$ cat src/rtl/dc_ipu_addr_pkg.sv
// Shared types and default widths for the IPU address-compute frame scheduler.
package dc_ipu_addr_pkg;

  localparam int unsigned TEX_SIZE_WIDTH_DEF = 12;
  localparam int unsigned IMG_SIZE_WIDTH_DEF = 12;

  typedef enum logic {
    AXIS_X = 1'b0,
    AXIS_Y = 1'b1
  } axis_t;

  typedef enum logic [1:0] {
    ST_IDLE,
    ST_ROW,
    ST_COL,
    ST_DONE
  } seq_state_t;

endpackage

$ cat src/rtl/dc_ipu_addr_seq_ctr.sv
// Enabled up-counter with synchronous clear and a "last" flag against a limit.
module dc_ipu_addr_seq_ctr
  import dc_ipu_addr_pkg::*;
#(
  parameter int unsigned WIDTH = IMG_SIZE_WIDTH_DEF
) (
  input  logic             clk,
  input  logic             nreset,
  input  logic             clr,
  input  logic             en,
  input  logic [WIDTH-1:0] limit,
  output logic [WIDTH-1:0] cnt,
  output logic             last
);

  always_ff @(posedge clk or negedge nreset) begin
    if (!nreset) begin
      cnt <= '0;
    end else if (clr) begin
      cnt <= '0;
    end else if (en) begin
      cnt <= cnt + 1'b1;
    end
  end

  assign last = (cnt == limit);

endmodule

$ cat src/rtl/dc_ipu_addr_seq.sv
// Frame scheduler: one Y request per output row, then one X request per pixel.
// Optional DC_IPU_ADDR_SEQ_STALL_CNT_EN adds a saturating 32-bit stall counter.
module dc_ipu_addr_seq
  import dc_ipu_addr_pkg::*;
#(
  parameter int unsigned TEX_SIZE_WIDTH = TEX_SIZE_WIDTH_DEF,
  parameter int unsigned IMG_SIZE_WIDTH = IMG_SIZE_WIDTH_DEF
) (
  input  logic                      clk,
  input  logic                      nreset,
  input  logic                      clr,
  input  logic                      start,
  input  logic [IMG_SIZE_WIDTH-1:0] cfg_img_w,
  input  logic [IMG_SIZE_WIDTH-1:0] cfg_img_h,
  input  logic [TEX_SIZE_WIDTH-1:0] cfg_tex_w,
  input  logic [TEX_SIZE_WIDTH-1:0] cfg_tex_h,
  output logic                      busy,
  output logic                      done,
  output logic                      out_valid,
  input  logic                      out_ready,
  output logic [IMG_SIZE_WIDTH-1:0] out_img_size,
  output logic [TEX_SIZE_WIDTH-1:0] out_tex_size,
  output logic [IMG_SIZE_WIDTH-1:0] out_x,
  output logic                      out_axis,
  output logic                      out_eol,
  output logic                      out_eof
`ifdef DC_IPU_ADDR_SEQ_STALL_CNT_EN
  ,
  output logic [31:0]               stall_cnt
`endif
);

  seq_state_t                state_q, state_d;
  logic [IMG_SIZE_WIDTH-1:0] img_w_q, img_h_q;
  logic [TEX_SIZE_WIDTH-1:0] tex_w_q, tex_h_q;
  logic                      empty_q;
  logic                      accept, ctr_clr, col_hs;
  logic [IMG_SIZE_WIDTH-1:0] row, col;
  logic                      row_last, col_last;
  logic                      is_row;

  assign accept  = (state_q == ST_IDLE) && start && !clr;
  assign ctr_clr = clr || accept;
  assign col_hs  = (state_q == ST_COL) && out_ready;

  dc_ipu_addr_seq_ctr #(.WIDTH(IMG_SIZE_WIDTH)) u_col_ctr (
    .clk    (clk),
    .nreset (nreset),
    .clr    (ctr_clr || (col_hs && col_last)),
    .en     (col_hs),
    .limit  (img_w_q - 1'b1),
    .cnt    (col),
    .last   (col_last)
  );

  dc_ipu_addr_seq_ctr #(.WIDTH(IMG_SIZE_WIDTH)) u_row_ctr (
    .clk    (clk),
    .nreset (nreset),
    .clr    (ctr_clr),
    .en     (col_hs && col_last),
    .limit  (img_h_q - 1'b1),
    .cnt    (row),
    .last   (row_last)
  );

  // A zero-size frame still passes through ROW for one cycle, with valid
  // suppressed, so busy pulses once and done lands two cycles after start.
  always_ff @(posedge clk or negedge nreset) begin
    if (!nreset) begin
      state_q <= ST_IDLE;
      img_w_q <= '0;
      img_h_q <= '0;
      tex_w_q <= '0;
      tex_h_q <= '0;
      empty_q <= 1'b0;
    end else begin
      state_q <= state_d;
      if (accept) begin
        img_w_q <= cfg_img_w;
        img_h_q <= cfg_img_h;
        tex_w_q <= cfg_tex_w;
        tex_h_q <= cfg_tex_h;
        empty_q <= (cfg_img_w == '0) || (cfg_img_h == '0);
      end
    end
  end

  always_comb begin
    state_d = state_q;
    unique case (state_q)
      ST_IDLE: if (accept) state_d = ST_ROW;
      ST_ROW: begin
        if (clr)            state_d = ST_IDLE;
        else if (empty_q)   state_d = ST_DONE;
        else if (out_ready) state_d = ST_COL;
      end
      ST_COL: begin
        if (clr)                  state_d = ST_IDLE;
        else if (col_hs && col_last) state_d = row_last ? ST_DONE : ST_ROW;
      end
      ST_DONE: state_d = ST_IDLE;
      default: state_d = ST_IDLE;
    endcase
  end

  always_comb begin
    is_row       = (state_q == ST_ROW);
    out_valid    = (is_row && !empty_q) || (state_q == ST_COL);
    busy         = is_row || (state_q == ST_COL);
    done         = (state_q == ST_DONE);
    out_axis     = AXIS_X;
    out_x        = '0;
    out_img_size = '0;
    out_tex_size = '0;
    if (out_valid) begin
      out_axis     = is_row ? AXIS_Y : AXIS_X;
      out_x        = is_row ? row : col;
      out_img_size = is_row ? img_h_q : img_w_q;
      out_tex_size = is_row ? tex_h_q : tex_w_q;
    end
    out_eol = (state_q == ST_COL) && col_last;
    out_eof = out_eol && row_last;
  end

`ifdef DC_IPU_ADDR_SEQ_STALL_CNT_EN
  always_ff @(posedge clk or negedge nreset) begin
    if (!nreset) begin
      stall_cnt <= '0;
    end else if (ctr_clr) begin
      stall_cnt <= '0;
    end else if (out_valid && !out_ready && (stall_cnt != '1)) begin
      stall_cnt <= stall_cnt + 1'b1;
    end
  end
`endif

endmodule
$ cat config.mk
export PLATFORM = sky130hd
export DESIGN_NAME = dc_ipu_addr_seq
export DESIGN_NICKNAME = d
export VERILOG_FILES = /design/src/rtl/dc_ipu_addr_pkg.sv /design/src/rtl/dc_ipu_addr_seq_ctr.sv /design/src/rtl/dc_ipu_addr_seq.sv
export SDC_FILE = /design/constraint.sdc
export NUM_CORES = 1
export LEC_CHECK = 0
export CAP_MARGIN = 20
export CORE_ASPECT_RATIO = 0.7
export CORE_MARGIN = 2
export CORE_UTILIZATION = 36
export CTS_BUF_LIST = sky130_fd_sc_hd__clkbuf_16
export CTS_CLUSTER_SIZE = 20
export DETAILED_ROUTE_END_ITERATION = 8
export GPL_ROUTABILITY_DRIVEN = 0
export PLACE_DENSITY = 0.56
export SYNTH_ARGS = -nofsm -noshare
export SYNTH_HDL_FRONTEND = slang
export SYNTH_SLANG_ARGS = --single-unit
$ cat constraint.sdc
create_clock -name clk -period 9 [get_ports clk]
set_input_delay 1.8 -clock clk [delete_from_list [all_inputs] [get_ports clk]]
set_output_delay 1.8 -clock clk [all_outputs]
set_load 0.05 [all_outputs]
* Yosys cells after proc, flatten, opt, wreduce, memory -nomap -nowiden
Index checks and enable logic that the tools add are counted.
** Word-level totals
- Bits in registers :: 75
- Bits of input ports :: 53
** Operators by class
- $add $sub $neg :: 4
- Eq/ne operators :: 8
- Muxes and demuxes :: 20
- Reduce and logical (&&, ||, !) cells :: 20
** Operators by type and width (number)
- $mux W12 :: 10
- $add A12 B1 Y12 const B :: 2
- $eq A12 B12 Y1 :: 2
- $logic_not A12 Y1 :: 2
- $sub A12 B1 Y12 const B :: 2
- $mux W2 :: 7
- $pmux W2 S4 :: 1
- $logic_and A1 B1 Y1 :: 7
- $logic_or A1 B1 Y1 :: 5
- $eq A2 B2 Y1 const B :: 2
- $ne A4 B4 Y1 const B :: 1
- $reduce_bool A2 Y1 :: 2
- $ne A3 B2 Y1 const B :: 1
- $reduce_and A3 Y1 :: 1
- $eq A2 B1 Y1 const B :: 1
- $logic_not A1 Y1 :: 2
- $logic_not A2 Y1 :: 1
- $mux W1 :: 2
- $ne A2 B2 Y1 const B :: 1

* Logic depth before layout (Yosys ltp)
- Depth after elaboration :: 6
- Gate-level depth with buffers :: 11
- Mapped depth without buffers :: 9

* Hierarchy
A second synthesis with hierarchy kept.
** Second synthesis, totals
- Cells, all modules :: 441
- Area, all modules :: 4554.4 um^2
** By module, submodules not included
- dc_ipu_addr_seq :: instances 1, cells an instance 283, area each 3055.4 um^2, seq. area each 1276.2 um^2
- dc_ipu_addr_seq_ctr :: instances 2, cells an instance 79, area each 749.5 um^2, seq. area each 300.3 um^2

* Worst setup path before layout
No wires, ideal clock.
- Path type :: reg-to-output
- From :: register img_w_q[0]
- To :: output port out_eof
- Data arrival time :: 3.655 ns
- Data required time :: 7.200 ns
- Slack :: 3.545 ns
- Stages on the path, launching flop included :: 8
- Cells stage by stage :: dfrtp_1 > inv_1 > ha_1 > or4b_4 > or3_1 > and3_4 > or3b_1 > nor4_1
** Between the ends
- Cells in the longest elaborated chain, start to end :: 4
** RTL lines
- start, declared :: RTL line dc_ipu_addr_seq.sv:34 : logic [IMG_SIZE_WIDTH-1:0] img_w_q, img_h_q;
- start signal, assigned :: RTL line dc_ipu_addr_seq.sv:79 : img_w_q <= cfg_img_w;
- $sub A12 B1 Y12 :: RTL line dc_ipu_addr_seq.sv:51 : .limit (img_w_q - 1'b1),
- $eq A12 B12 Y1 :: RTL line dc_ipu_addr_seq_ctr.sv:26 : assign last = (cnt == limit);
- $logic_and A1 B1 Y1 :: RTL line dc_ipu_addr_seq.sv:121 : out_eol = (state_q == ST_COL) && col_last;
- $logic_and A1 B1 Y1 :: RTL line dc_ipu_addr_seq.sv:122 : out_eof = out_eol && row_last;
- end, declared :: RTL line dc_ipu_addr_seq.sv:26 : output logic out_eof
No other way between the ends.

* Final worst setup path
Ends and elaborated chain as after synthesis.

==> metrics.txt <==
run status=completed; VDD IR max=0.000210 V; total half-perimeter wirelength after legalization and detailed placement=10.2 mm; std cell rows=35; Hold Path Origin=tex_w_q[8]; CP most frequent cell=nor4_1; total setup violations reported at the end of the flow=0; Setup CP Type=flip-flop to output port; max_cap viols=0; Gates resized, CTS repair=0; CTS Sinks=75; area fraction of the dominant cell type after synthesis=0.389; Final min period=5.81 ns; I/O pins=95; post-synthesis to final-layout area growth=27.4%; startpoint kind of the worst setup timing path=flip-flop; initial antenna violation count=0; DRC violations left=0; largest incremental delay on the critical path=0.90 ns; Placeable Area=0.0131 mm²; detailed-route via count=3,939; initial drt markers=368; worst rel slew slack=0.323; most common cell in the netlist=dfrtp_1; Die Footprint=0.0143 mm²; achievable frequency=172 MHz; DRT antenna net count=0; measured slew at the worst slew-check pin=1.01 ns; Antenna diodes=0; cell types with the highest counts after synthesis=dfrtp_1 (75), nor2_1 (65), mux2_2 (48), mux2i_1 (40), xor2_1 (21); number of iterations in the first detailed-routing pass=4; CTS max path bufs=2; number of buffers created by CTS=9; share of flip-flops with an asynchronous set or reset after synthesis=1.00; remaining global-route overflow=0; overall die width=142 µm; final clock period utilization by the worst path=0.645; Synth Register Bits=75; number of synthesis warnings=0; post-synthesis sequential area ratio=0.389; net count of the finished layout=627; Worst Skew=0.00598 ns; Mapped Nets=551; launch point of the worst path=img_w_q[0]; maximum number of pins on one net before global-route repair=76; Area contributors post-synth=dfrtp_1 (39%), mux2_2 (11%), mux2i_1 (8.3%); Fill cells=1,256; IO buf count=94; Arrival @ worst endpoint=4.01 ns; TritonCTS clock tree=yes; required time of the critical path=7.20 ns; Die Y=101 µm; fin area=0.00614 mm²; number of enable flip-flop cells after synthesis=0; cell family with the largest share of critical-path delay=simple AND/OR/NAND/NOR gates; CP cell instances=inv_1 > ha_1 > or4b_4 > nor4_1 > o21ai_0 > a211oi_2 > nand2_1 > nor4_1 > clkdlybuf4s50_1; count of hold-fix buffers inserted at cts=0; wire length of the first global-routing pass=21.3 mm; cell area after technology mapping=0.00482 mm²; path type of the worst min-delay path=flip-flop to flip-flop; via count of the first global-routing pass=3,795; Total Routed Length=13.7 mm; setup repair after global routing missed its margin=false; syn avg cell area=9.86 µm²; flip-flop cell with the highest count after synthesis=dfrtp_1; CTS root buffer=clkbuf_16; via-per-instance ratio=5.36; critical-path cell with the highest stage delay=clkdlybuf4s50_1; setup repair bufs after CTS=0; WL per Instance=18.6 µm; H-Tree Level Count=3; count of buffer and inverter cells on the critical path=2; fraction of final layout cells with drive strength greater than 1=0.137; gate count of the mapped netlist=489; number of hold-slack violations in the final timing report=0; areal power density over the cells=341 mW/mm²; Leakage=2.46 nW; crit-path max FO=6; Final TNS setup=0 ns; CTS clock-pin slew for the worst setup and hold paths=0.06 ns; Initial Utilization=0.367; number of pins exceeding their max-slew limit in the final report=0; cell type with the highest aggregate area in the netlist=dfrtp_1; category of the worst setup path capture point=output port; Yosys cell types=54; Placement Cell Area=0.00586 mm²; clock latency of the later-clocked register in the worst-skew pair=0.33 ns; Tot GR Track Use=0.196; startpoint of the most critical register-to-register path=img_w_q[0]
registers in the layout, indices dropped and copies added (netlist names):
register / flops
tex_w_q: 12
u_col_ctr.cnt: 12
img_w_q: 12
u_row_ctr.cnt: 12
img_h_q: 12
state_q: 2
tex_h_q: 12
empty_q: 1
area by class of cell:
type | count | area [µm²] | area share
multi-input cells | 368 | 2760 | 0.450
well taps | 166 | 208 | 0.0338
clock buffers | 9 | 225 | 0.0367
inverters | 15 | 56.3 | 0.00917
clock inverters | 6 | 58.8 | 0.00958
flip-flops and latches | 75 | 1880 | 0.306
repair buffers | 96 | 953 | 0.155
stage by stage:
step | std cells | hold slack [ns] | util | worst slack (ns) | total power, mW
2_1_floorplan | 489 | 0.479 | - | 3.55 | 1.42
3_3_place_gp | 720 | 0.488 | 0.446 | 3.72 | 1.74
5_1_grt | 735 | 0.519 | 0.467 | 2.94 | 2.22
6_report | 735 | 0.503 | 0.467 | 3.19 | 2.10
3_5_place_dp | 720 | 0.494 | 0.446 | 3.66 | 1.75
4_1_cts | 735 | 0.507 | 0.467 | 3.27 | 2.11
cells by family (layout without fill, tap and decap cells):
kind of cell,Yosys count,count (layout),share of synthesized area
xor+xnor,41,41,0.0773
compound gates,53,53,0.0732
flops,75,75,0.389
simple gates,177,177,0.201
buf+inv,46,126,0.0407
fa+ha+maj,9,9,0.0234
mux,88,88,0.195
report_power, final:
group | leakage (nW) | internal [mW] | switching, mW
Combinational | 1.38 | 0.467 | 0.676
Sequential | 0.941 | 0.455 | 0.148
Clock | 0.138 | 0.211 | 0.140
metal layers:
layer  global-route usage  wire length [µm]
met5                    0                 0
met4               0.0404                99
met3               0.0447               841
met2                0.282              5970
met1                0.299              6790
worst paths after layout:
| path | endpoint | slack (ns) | cells past startpoint |
|---|---|---|---|
| setup reg to reg | u_col_ctr.cnt[5] | 5.86 | 9 |
| setup / recovery | out_eof | 3.19 | 9 |
| min in group asynchronous | u_row_ctr.cnt[4] | 1.60 | 1 |
| max in group asynchronous | u_col_ctr.cnt[2] | 6.72 | 1 |
| hold / removal | tex_w_q[8] | 0.50 | 1 |
| hold reg to reg | tex_w_q[8] | 0.50 | 1 |
cells in the final DEF (no fill, tap or decap), types with 4 or more instances in the layout:
cell,n
a21oi_1,18
and3_1,4
clkbuf_16,9
clkdlybuf4s50_1,93
dfrtp_1,75
ha_1,8
inv_1,16
mux2_2,48
mux2i_1,40
nand2_1,17
nand2b_1,4
nand3_1,11
nand4_1,8
nor2_1,65
nor3_1,15
nor4_1,14
o21ai_0,9
o31ai_1,7
or3_1,6
or4_1,8
xnor2_1,19
xor2_1,21
No activity file was read; power rests on OpenSTA's default activity.
